==> config.mk <==
export PLATFORM = sky130hd
export DESIGN_NAME = bcd_display_scanner
export DESIGN_NICKNAME = d
export VERILOG_FILES = /design/src/rtl/bcd_display_scanner.sv
export SDC_FILE = /design/constraint.sdc
export NUM_CORES = 1
export LEC_CHECK = 0
export BUFFER_PORTS_ARGS = -buffer_cell sky130_fd_sc_hd__buf_2
export CAP_MARGIN = 20
export CORE_ASPECT_RATIO = 1.25
export CORE_MARGIN = 5
export CORE_UTILIZATION = 49
export DETAILED_ROUTE_END_ITERATION = 10
export PLACE_DENSITY = 0.74
export RECOVER_POWER = 25
export SKIP_LAST_GASP = 1
export SYNTH_ARGS = -nofsm -noshare
export SYNTH_HDL_FRONTEND = slang
export SYNTH_SLANG_ARGS = --single-unit
==> constraint.sdc <==
create_clock -name clk -period 2.1 [get_ports clk]
set_clock_uncertainty 0.15 [all_clocks]
set_input_delay 0.42 -clock clk [delete_from_list [all_inputs] [get_ports clk]]
set_output_delay 0.42 -clock clk [all_outputs]
set_load 0.01 [all_outputs]
==> src/rtl/bcd_display_scanner.sv <==
// Two-digit multiplexed 7-segment driver for the BCD multiplier's product.
// A strobe latches the product or error code. The two digits are then shown in
// alternating time slots. Multiplier error codes are shown as readable glyphs.
module bcd_display_scanner #(
   parameter int unsigned CLK_DIV = 4
) (
   input  logic       clk,
   input  logic       rst_n,
   input  logic [0:7] bcd_in,
   input  logic       load,
   input  logic       blank_lz,
   output logic       load_ack,
   output logic       err,
   output logic [0:6] seg,
   output logic [0:1] an
);

   localparam int unsigned CNT_W   = (CLK_DIV > 1) ? $clog2(CLK_DIV) : 1;
   localparam logic [CNT_W-1:0] CNT_MAX = CNT_W'(CLK_DIV - 1);

   localparam logic [6:0] SEG_E     = 7'b1001111;
   localparam logic [6:0] SEG_DASH  = 7'b0000001;
   localparam logic [6:0] SEG_BLANK = 7'b0000000;

   typedef enum logic {IDLE = 1'b0, SHOW = 1'b1} state_e;

   state_e           state_q, state_d;
   logic [7:0]       latch_q, latch_d;
   logic [CNT_W-1:0] cnt_q,   cnt_d;
   logic             idx_q,   idx_d;
   logic [6:0]       seg_q,   seg_d;
   logic [1:0]       an_q,    an_d;
   logic             err_q,   err_d;
   logic             ack_q,   ack_d;

   logic [3:0]       tens_c;
   logic [3:0]       units_c;
   logic             tick_c;

   // Segment pattern (a..g, a in the MSB) for a decimal digit
   function automatic logic [6:0] digit_seg(input logic [3:0] d);
      case (d)
         4'd0:    digit_seg = 7'b1111110;
         4'd1:    digit_seg = 7'b0110000;
         4'd2:    digit_seg = 7'b1101101;
         4'd3:    digit_seg = 7'b1111001;
         4'd4:    digit_seg = 7'b0110011;
         4'd5:    digit_seg = 7'b1011011;
         4'd6:    digit_seg = 7'b1011111;
         4'd7:    digit_seg = 7'b1110000;
         4'd8:    digit_seg = 7'b1111111;
         4'd9:    digit_seg = 7'b1111011;
         default: digit_seg = SEG_DASH;
      endcase
   endfunction

   assign tens_c  = latch_d[7:4];
   assign units_c = latch_d[3:0];
   assign tick_c  = (cnt_q == CNT_MAX);

   // Next-state, prescaler/scan and glyph selection; outputs use the
   // post-edge latch and index so a load coincident with a tick shows both
   always_comb begin
      state_d = state_q;
      latch_d = latch_q;
      cnt_d   = cnt_q;
      idx_d   = idx_q;
      seg_d   = SEG_BLANK;
      an_d    = 2'b00;
      err_d   = 1'b0;
      ack_d   = load;

      if (load) latch_d = bcd_in;

      case (state_q)
         IDLE: begin
            if (load) state_d = SHOW;
         end
         SHOW: begin
            if (tick_c) begin
               cnt_d = '0;
               idx_d = ~idx_q;
            end else begin
               cnt_d = cnt_q + CNT_W'(1);
            end
         end
         default: state_d = IDLE;
      endcase

      if (state_d == SHOW) begin
         an_d = idx_d ? 2'b01 : 2'b10;
         if ((tens_c <= 4'd9) && (units_c <= 4'd9)) begin
            seg_d = digit_seg(idx_d ? units_c : tens_c);
            if (!idx_d && blank_lz && (tens_c == 4'd0)) seg_d = SEG_BLANK;
         end else begin
            err_d = 1'b1;
            case (latch_d)
               8'hF0:   seg_d = idx_d ? digit_seg(4'd1) : SEG_E;
               8'h0F:   seg_d = idx_d ? digit_seg(4'd2) : SEG_E;
               8'hFF:   seg_d = SEG_E;
               default: seg_d = SEG_DASH;
            endcase
         end
      end
   end

   // State, latch, prescaler and registered outputs; reset discards a load
   always_ff @(posedge clk) begin
      if (!rst_n) begin
         state_q <= IDLE;
         latch_q <= 8'h00;
         cnt_q   <= '0;
         idx_q   <= 1'b0;
         seg_q   <= SEG_BLANK;
         an_q    <= 2'b00;
         err_q   <= 1'b0;
         ack_q   <= 1'b0;
      end else begin
         state_q <= state_d;
         latch_q <= latch_d;
         cnt_q   <= cnt_d;
         idx_q   <= idx_d;
         seg_q   <= seg_d;
         an_q    <= an_d;
         err_q   <= err_d;
         ack_q   <= ack_d;
      end
   end

   assign seg      = seg_q;
   assign an       = an_q;
   assign err      = err_q;
   assign load_ack = ack_q;

endmodule

Word level (Yosys, flattened, before mapping) --
Memories as Yosys holds them, arrays and structs flattened. Index checks and enable logic that the tools add are counted.
Cells by class: add/sub/neg operators 1, order comparisons 2, equality and inequality tests 4, muxes and demuxes 14, bitwise gates (word level) 1, reduce and logical (&&, ||, !) cells 6
Operators with widths (count):
- $mux 7 | 3
- $pmux 7 s3 | 1
- $eq 8x8->1 const B | 2
- $eq 8x4->1 const B | 1
- $le 4x4->1 const B | 2
- $mux 8 | 1
- $mux 6 | 1
- $mux 1 | 5
- $logic_not 4->1 | 1
- $mux 2 | 2
- $mux 4 | 1
- $logic_and 1x1->1 | 3
- $add 2x1->2 const B | 1
- $eq 2x2->1 const B | 1
- $reduce_and 2->1 | 1
- $logic_not 1->1 | 1
- $not 1->1 | 1
Word-level totals: register bits 23, bits in read-only memories 112, output and inout port bits 11, word-level logic and storage cells 37, memories kept 1
Memory list:
- (name not given) | depth 16, bits a word 7, rd ports 1, clocked after memory_dff 0, write ports 0, RTL line 42 | case (d)

Depth between registers and ports, before layout --
Gate-level depths: netlist (run 1).
depth after elaboration 8, depth in mapped cells 9, gate-level depth less buffers 9

Least setup slack after synthesis (run 1) --
No wires, ideal clock.
path kind reg2reg, start point reg cnt_q[0], end point reg seg_q[3] (netlist: seg[3]), library setup time 0.133 ns, arrival 1.867 ns, data required time 1.817 ns, slack -0.050 ns, cell stages (with the launch flop) 10, path buffers 0, cell sequence dfxtp_1 ha_1 and3b_1 nor2_1 mux4_2 inv_1 ha_1 inv_1 o31ai_1 o21ai_0
On the way: word-level cells in the longest chain between the ends 8, elaborated cells between the ends (all ways) 12, classes of those cells eq/ne: 1; mux: 7; reduce/logical: 3; memory: 1
RTL lines:
- start: declaration | RTL line 29 | logic [CNT_W-1:0] cnt_q, cnt_d;
- start signal: assignment | RTL line 121 | cnt_q <= cnt_d;
- $eq 2x2->1 * | RTL line 59 | assign tick_c = (cnt_q == CNT_MAX);
- $mux 1 * | RTL line 80 | if (tick_c) begin
- $mux 1 * | RTL line 75 | case (state_q)
- branches (longest 4 deep; another with $mem_v2 16x7)
- $mux 7 * | RTL line 92 | if ((tens_c <= 4'd9) && (units_c <= 4'd9)) begin
- end signal: assignment | RTL line 123 | seg_q <= seg_d;
- end: declaration | RTL line 31 | logic [6:0] seg_q, seg_d;
Mark *: on every way between the ends. A chain may end at the register's enable or synchronous reset.

Worst setup path in the final report (run 1) --
start point reg cnt_q[1], end point reg seg_q[1] (netlist: seg[5])
The elaborated chain is that of the path after synthesis.

==> results.md, run 1 <==
* Antenna violations before repair at 0
* Core ar. at about 2500 um2
* Placed insts at 207
* Post-Place Worst Slack at -0.07033 ns
* Status: finished clean
* Max Buffers Root-to-Sink at 2
* Mapped cell area at 1294 um2
* Die height at between 60 and 70 um
* Filler cells at 222
* Placer Congestion at 0.9030
* HP Class: in -> reg
* Initial DRT Pass Iterations at 4
* # clock sinks at 23
* Crit-path cells: ha_4 -> a21bo_2 -> nand2_2 -> mux4_2 -> ha_1 -> inv_1 -> mux2i_1 -> a221o_1
* Synth-to-Final Area Change at 25.92%
* Synth Flop Type: dfxtp_1
* Peak supply drop at 376.0 uV
* Total grt overflow at 0
* Max-Cap Viols at 0
* # DRC at 0
* # port buffers at 22
* CTS buffer count at 3
* Area leader, netlist: dfxtp_1
* Routed length per instance at about 14 um
* Number of global-route vias before repair at 1,235
* TritonCTS clock tree: yes
* DR vias/cell at between 5 and 6
* Reg area at around 460 um2
* Final Hold Vio Count at 0
* Slew Limit Fails at 0
* Final #Nets at around 200
* Syn avg cell area at a little over 9 um2
* Post-layout util at 0.6576
* Sequential area share after synthesis at 0.3559
* Boundary pin count at 23
* Root Buffer Master: clkbuf_4
* Data arrival time of the critical path at 2.12 ns
* CP endpoint kind: flop
* Final setup violating endpoints at 0
* RSZ-0062 raised after global routing: true
* Leakage at between 0.7 and 0.8 nW
* Slew HR at 0.7643
* DIE AREA at around 3800 um2
* Via Count at around 1,200
* Antenna Cells at 0
* Pwr dens at ~550 nW/um2
* Initial Util at 0.5222
* Top Family by Delay on Critical Path: compound AO/OA/AOI/OAI gates
* Number of synthesized flops with an enable pin at 0
* Setup CP Type: reg -> reg
* Hpwl dp at around 2500 um
* FMAX at 484.6 MHz
* Final Non-Filler Cells at ~210
* H-tree depth at 1
* Clock Pin Slew Worst Setup and Hold Paths at between 0.1 and 0.15 ns
* Total Routed Length at between 3000 and 4000 um
* Starting DRT DRC Count at 15
* Top post-synthesis cells by area: dfxtp_1, ha_1, mux2i_1, mux4_2, nand2_1
* Net Count, Synth at around 160
* Worst-skew pair later-pin latency at 0.30 ns
* Seq cells post-synth at 23
* Crit-path slowest cell: dfxtp_2
* Antenna viol nets, final at 0
* Fraction of registers with async set/reset at 0
* First-pass GRT wire length at between 5000 and 6000 um
* Data required, critical path at 2.16 ns
* Count leader, synth: dfxtp_1
* Multi-input gate area at 824.5 um2
* Row cnt at 20
* CP max stage delay at 0.35 ns
* Worst setup margin at ~0.036 ns
* Final Cycle Share at 0.9827
* Fin Hold WS at ~0.26 ns
* Top post-synthesis cells by count: dfxtp_1, nand2_1, inv_1, nor2_1, mux2i_1
* CP Launch Type: flop
* Post-synth top area share at 0.3559
* Tmin final at approximately 2.1 ns
* Syn. warnings at 0
* Gr usage total at 0.1759
* Slew @ Worst Pin at about 0.35 ns
* Die X at between 50 and 60 um
* Post-Synthesis Cells at about 140
* Buf/Inv on CP at 1
* Largest net degree at the start of global routing at 14
* Cell variety after synth at 48
* Max FO, Critical Path at 5
* Layout cells sized above 1 at 0.3687
through the flow:
| step | cell area [um2] | power, W | setup TNS (ns) |
|---|---|---|---|
| final | 1629 | 0.0008917 | 0 |
| after detailed placement | 1546 | 0.0006853 | -0.1255 |
| after floorplan | 1309 | 0.0006109 | 0 |
| after CTS | 1597 | 0.0008877 | 0 |
| after global placement | 1546 | 0.0006792 | -0.04617 |
| after global routing | 1629 | 0.0009518 | -0.1855 |
report_power, final:
part | internal [W] | leakage [nW] | total (W) | switching [W]
clock network | 0.0000741 | 0.0150 | 0.000201 | 0.000127
registers | 0.000465 | 0.190 | 0.000480 | 0.0000149
logic | 0.0000994 | 0.509 | 0.000210 | 0.000111
kinds of logic (layout without fill, tap and decap cells):
| kind of cell | count (synthesis) | after routing | share of synthesized area |
|---|---|---|---|
| adder cells (fa/ha/maj) | 6 | 6 | 0.05803 |
| buffers and inverters | 13 | 53 | 0.05512 |
| AO/OA/AOI/OAI | 37 | 37 | 0.2224 |
| flip-flops | 23 | 23 | 0.3559 |
| multiplexers | 9 | 9 | 0.08897 |
| AND/OR/NAND/NOR | 51 | 51 | 0.2195 |
worst paths after layout:
path,to,cells past startpoint,from,slack [ns]
setup / recovery,seg[5],8,cnt_q[1],0.04
hold / removal,latch_q[4],3,bcd_in[3],0.26
setup reg to reg,seg[5],8,cnt_q[1],0.04
hold reg to reg,latch_q[4],2,latch_q[4],0.40
layout by cell type (no fill, tap or decap), drive strengths merged, types with 3 or more instances in the layout:
master / n
clkbuf: 6
a211oi: 3
nor2: 9
nand2: 11
buf: 38
nand3: 3
or3: 4
dfxtp: 23
a21boi: 5
nor4: 3
nand2b: 4
ha: 6
o21ai: 5
inv: 9
a22oi: 4
mux2i: 7
a21oi: 4
nor2b: 5
o21a: 3
worst register-to-register path: stages (launching register included):
cell and delay (ns):
dfxtp_2 0.35, ha_4 0.17, a21bo_2 0.22, nand2_2 0.07
mux4_2 0.35, ha_1 0.23, inv_1 0.06, mux2i_1 0.07
a221o_1 0.30
layer usage:
metal	up-vias	global-route usage	wire (um)
met2	34	0.3509	1647
li1	584	-	-
met3	13	0.02103	138
met4	0	0.07715	104
met5	-	0	0
met1	558	0.1839	1122
registers in the layout (all words and copies together) (netlist names):
| register | cells |
|---|---|
| an | 2 |
| latch_q | 8 |
| idx_q | 1 |
| cnt_q | 2 |
| seg | 7 |
| load_ack | 1 |
| state_q | 1 |
| err | 1 |
what timing repair did:
| item | 4_1_cts | 5_1_grt |
|---|---|---|
| gates resized for setup | 4 | 12 |
| buffers inserted | 1 | 0 |
| setup endpoints to repair | 4 | 6 |
| hold buffers | 0 | 0 |
| pin swaps | 2 | 4 |
layout make-up:
type	count	share of cell area
repair buffers	40	0.1475
flip-flops and latches	23	0.2842
clock buffers	4	0.01613
inverters	9	0.02074
well taps	33	0.02535
multi-input cells	103	0.5061
(Power assumes the default switching activity.)
==> run 2: changes to the inputs <==
--- a/config.mk
+++ b/config.mk
@@ -9,9 +9,9 @@
 export CAP_MARGIN = 20
 export CORE_ASPECT_RATIO = 1.25
 export CORE_MARGIN = 5
-export CORE_UTILIZATION = 49
+export CORE_UTILIZATION = 54
 export DETAILED_ROUTE_END_ITERATION = 10
-export PLACE_DENSITY = 0.74
+export PLACE_DENSITY = 0.77
 export RECOVER_POWER = 25
 export SKIP_LAST_GASP = 1
 export SYNTH_ARGS = -nofsm -noshare
==> constraint.sdc (replaced) <==
create_clock -name clk -period 2.05 [get_ports clk]
set_clock_uncertainty 0.15 [all_clocks]
set_input_delay 0.41 -clock clk [delete_from_list [all_inputs] [get_ports clk]]
set_output_delay 0.41 -clock clk [all_outputs]
set_load 0.02 [all_outputs]
==> results.md, run 2 (synthesis gave the netlist of run 1 again) <==
* Status: complete, but fails checks
* Failing checks: negative setup slack
* Most frequent cells in the layout: buf_4, dfxtp_1, buf_2, nand2_1, nor2_1
* Core ar. at between 2000 and 2500 um2
* Post-route design area at 1690 um2
* H-tree depth at 1
* Multi-input gate area at between 800 and 900 um2
* Slew HR at 0.6937
* R2r worst-path depth at 10
* # DRC at 0
* Routed length per instance at roughly 15 um
* First-pass GRT wire length at 5382 um
* Placer Congestion at 0.8623
* Initial Util at 0.5729
* Tmin final at about 2.1 ns
* Biggest register: latch_q
* Peak supply drop at approximately 470 uV
* Reg area at approximately 460 um2
* RSZ-0062 raised after global routing: true
* Data required, critical path at 2.12 ns
* Buf/Inv on CP at 3
* TritonCTS clock tree: yes
* Worst-skew pair later-pin latency at between 0.3 and 0.4 ns
* Layout cells sized above 1 at 0.3978
* Crit-path cells: ha_4 -> and3b_1 -> nor2_2 -> mux4_2 -> inv_2 -> buf_6 -> ha_4 -> inv_2 -> mux2i_1 -> a221o_1
* Number of cells on the critical path at 10
* Boundary pin count at 23
* Antenna viol nets, final at 0
* Via Count at between 1,000 and 1,500
* Gr usage total at 0.2047
* Total grt overflow at 0
* Slew Limit Fails at 0
* Crit-path slowest cell: dfxtp_2
* Total Routed Length at ~3300 um
* Pwr dens at about 570 nW/um2
* Final setup violating endpoints at 4
* Commonest non-fill, non-tap cell in the layout: buf_4
* Max FFs per register at 8
* Top Family by Delay on Critical Path: flip-flops
* FMAX at roughly 470 MHz
* CP Launch Type: flop
* Number of global-route vias before repair at 1,209
* Initial DRT Pass Iterations at 4
* Max Buffers Root-to-Sink at 2
* CTS buffer count at 3
* Final Non-Filler Cells at 217
* Die height at approximately 65 um
* Slew @ Worst Pin at 0.4547 ns
* Filler cells at 180
* Final Hold Vio Count at 0
* DIE AREA at 3481 um2
* Clock Pin Slew Worst Setup and Hold Paths at 0.12 ns
* Final Cycle Share at 1.047
* Antenna Cells at 0
* # clock sinks at 23
* Hpwl dp at about 2500 um
* Starting DRT DRC Count at 37
* CP endpoint kind: flop
* Antenna violations before repair at 0
* Placed insts at between 200 and 250
* Setup CP Type: reg -> reg
* # port buffers at 22
* Root Buffer Master: clkbuf_4
* Final #Nets at roughly 200
* Worst setup margin at -0.09729 ns
* Largest net degree at the start of global routing at 14
* Post-layout util at 0.7485
* Max FO, Critical Path at 5
* Max-Cap Viols at 0
* Die X at 53.78 um
* Data arrival time of the critical path at between 2 and 2.5 ns
* # hold bufs at CTS at 0
* Row cnt at 19
* Hold Crit Depth at 3
* Synth-to-Final Area Change at 30.66%
* DR vias/cell at ~5.6
* CP max stage delay at around 0.36 ns
* Area of placed instances at between 1500 and 2000 um2
* Leakage at about 0.75 nW
* Post-Place Worst Slack at -0.06467 ns
* HP Class: in -> reg
[run 2: changes by cell type in the layout (fill, tap and decap cells not counted), sizes merged]
cell    before  now
clkinv       0    1
buf         38   44
[run 2: area by class of cell]
class / count / area share
clock buffers: 3 / 0.01332
repair buffers: 47 / 0.1732
clock inverters: 1 / 0.002961
well taps: 31 / 0.02295
flip-flops and latches: 23 / 0.2739
multi-input cells: 103 / 0.4937
inverters: 9 / 0.01999
[run 2: what timing repair did]
item | CTS | global route
pin swaps | 1 | 6
endpoints found under the setup margin | 6 | 6
gates resized for setup | 8 | 12
setup buffers | 0 | 2
[run 2: power breakdown]
group | switching, W | leakage (nW) | internal, W
clock | 0.000143 | 0.0177 | 0.0000732
combinational | 0.000133 | 0.541 | 0.000117
sequential | 0.0000165 | 0.190 | 0.000477
total | 0.000293 | 0.749 | 0.000667
[run 2: per-layer routing]
layer,track usage,vias up,wire length (um),share of wire
met4,0.1022,0,99,0.030
met3,0.02064,9,152,0.046
li1,-,599,-,-
met2,0.3515,41,1666,0.51
met5,0,-,0,0
met1,0.2440,561,1362,0.41
[run 2: worst paths after layout]
check	slack (ns)	startpoint	end
setup / recovery	-0.1	cnt_q[0]	seg[5]
hold / removal	0.21	rst_n	state_q
setup reg to reg	-0.1	cnt_q[0]	seg[5]
hold reg to reg	0.40	cnt_q[1]	cnt_q[1]
[run 2: worst min-delay path, cell delays in order]
cell and delay [ns]:
buf_2 0.09, o21ai_1 0.08, inv_1 0.08
[run 2: per-stage QoR]
stage                      power, W  hold WS [ns]   TNS, ns
after floorplan           0.0006382        0.3411         0
after global placement    0.0007191        0.3570  -0.03335
final                     0.0009596        0.2139   -0.2287
after detailed placement  0.0007253        0.3730   -0.2199
after CTS                 0.0009441        0.2102         0
after global routing       0.001011        0.2314   -0.6115
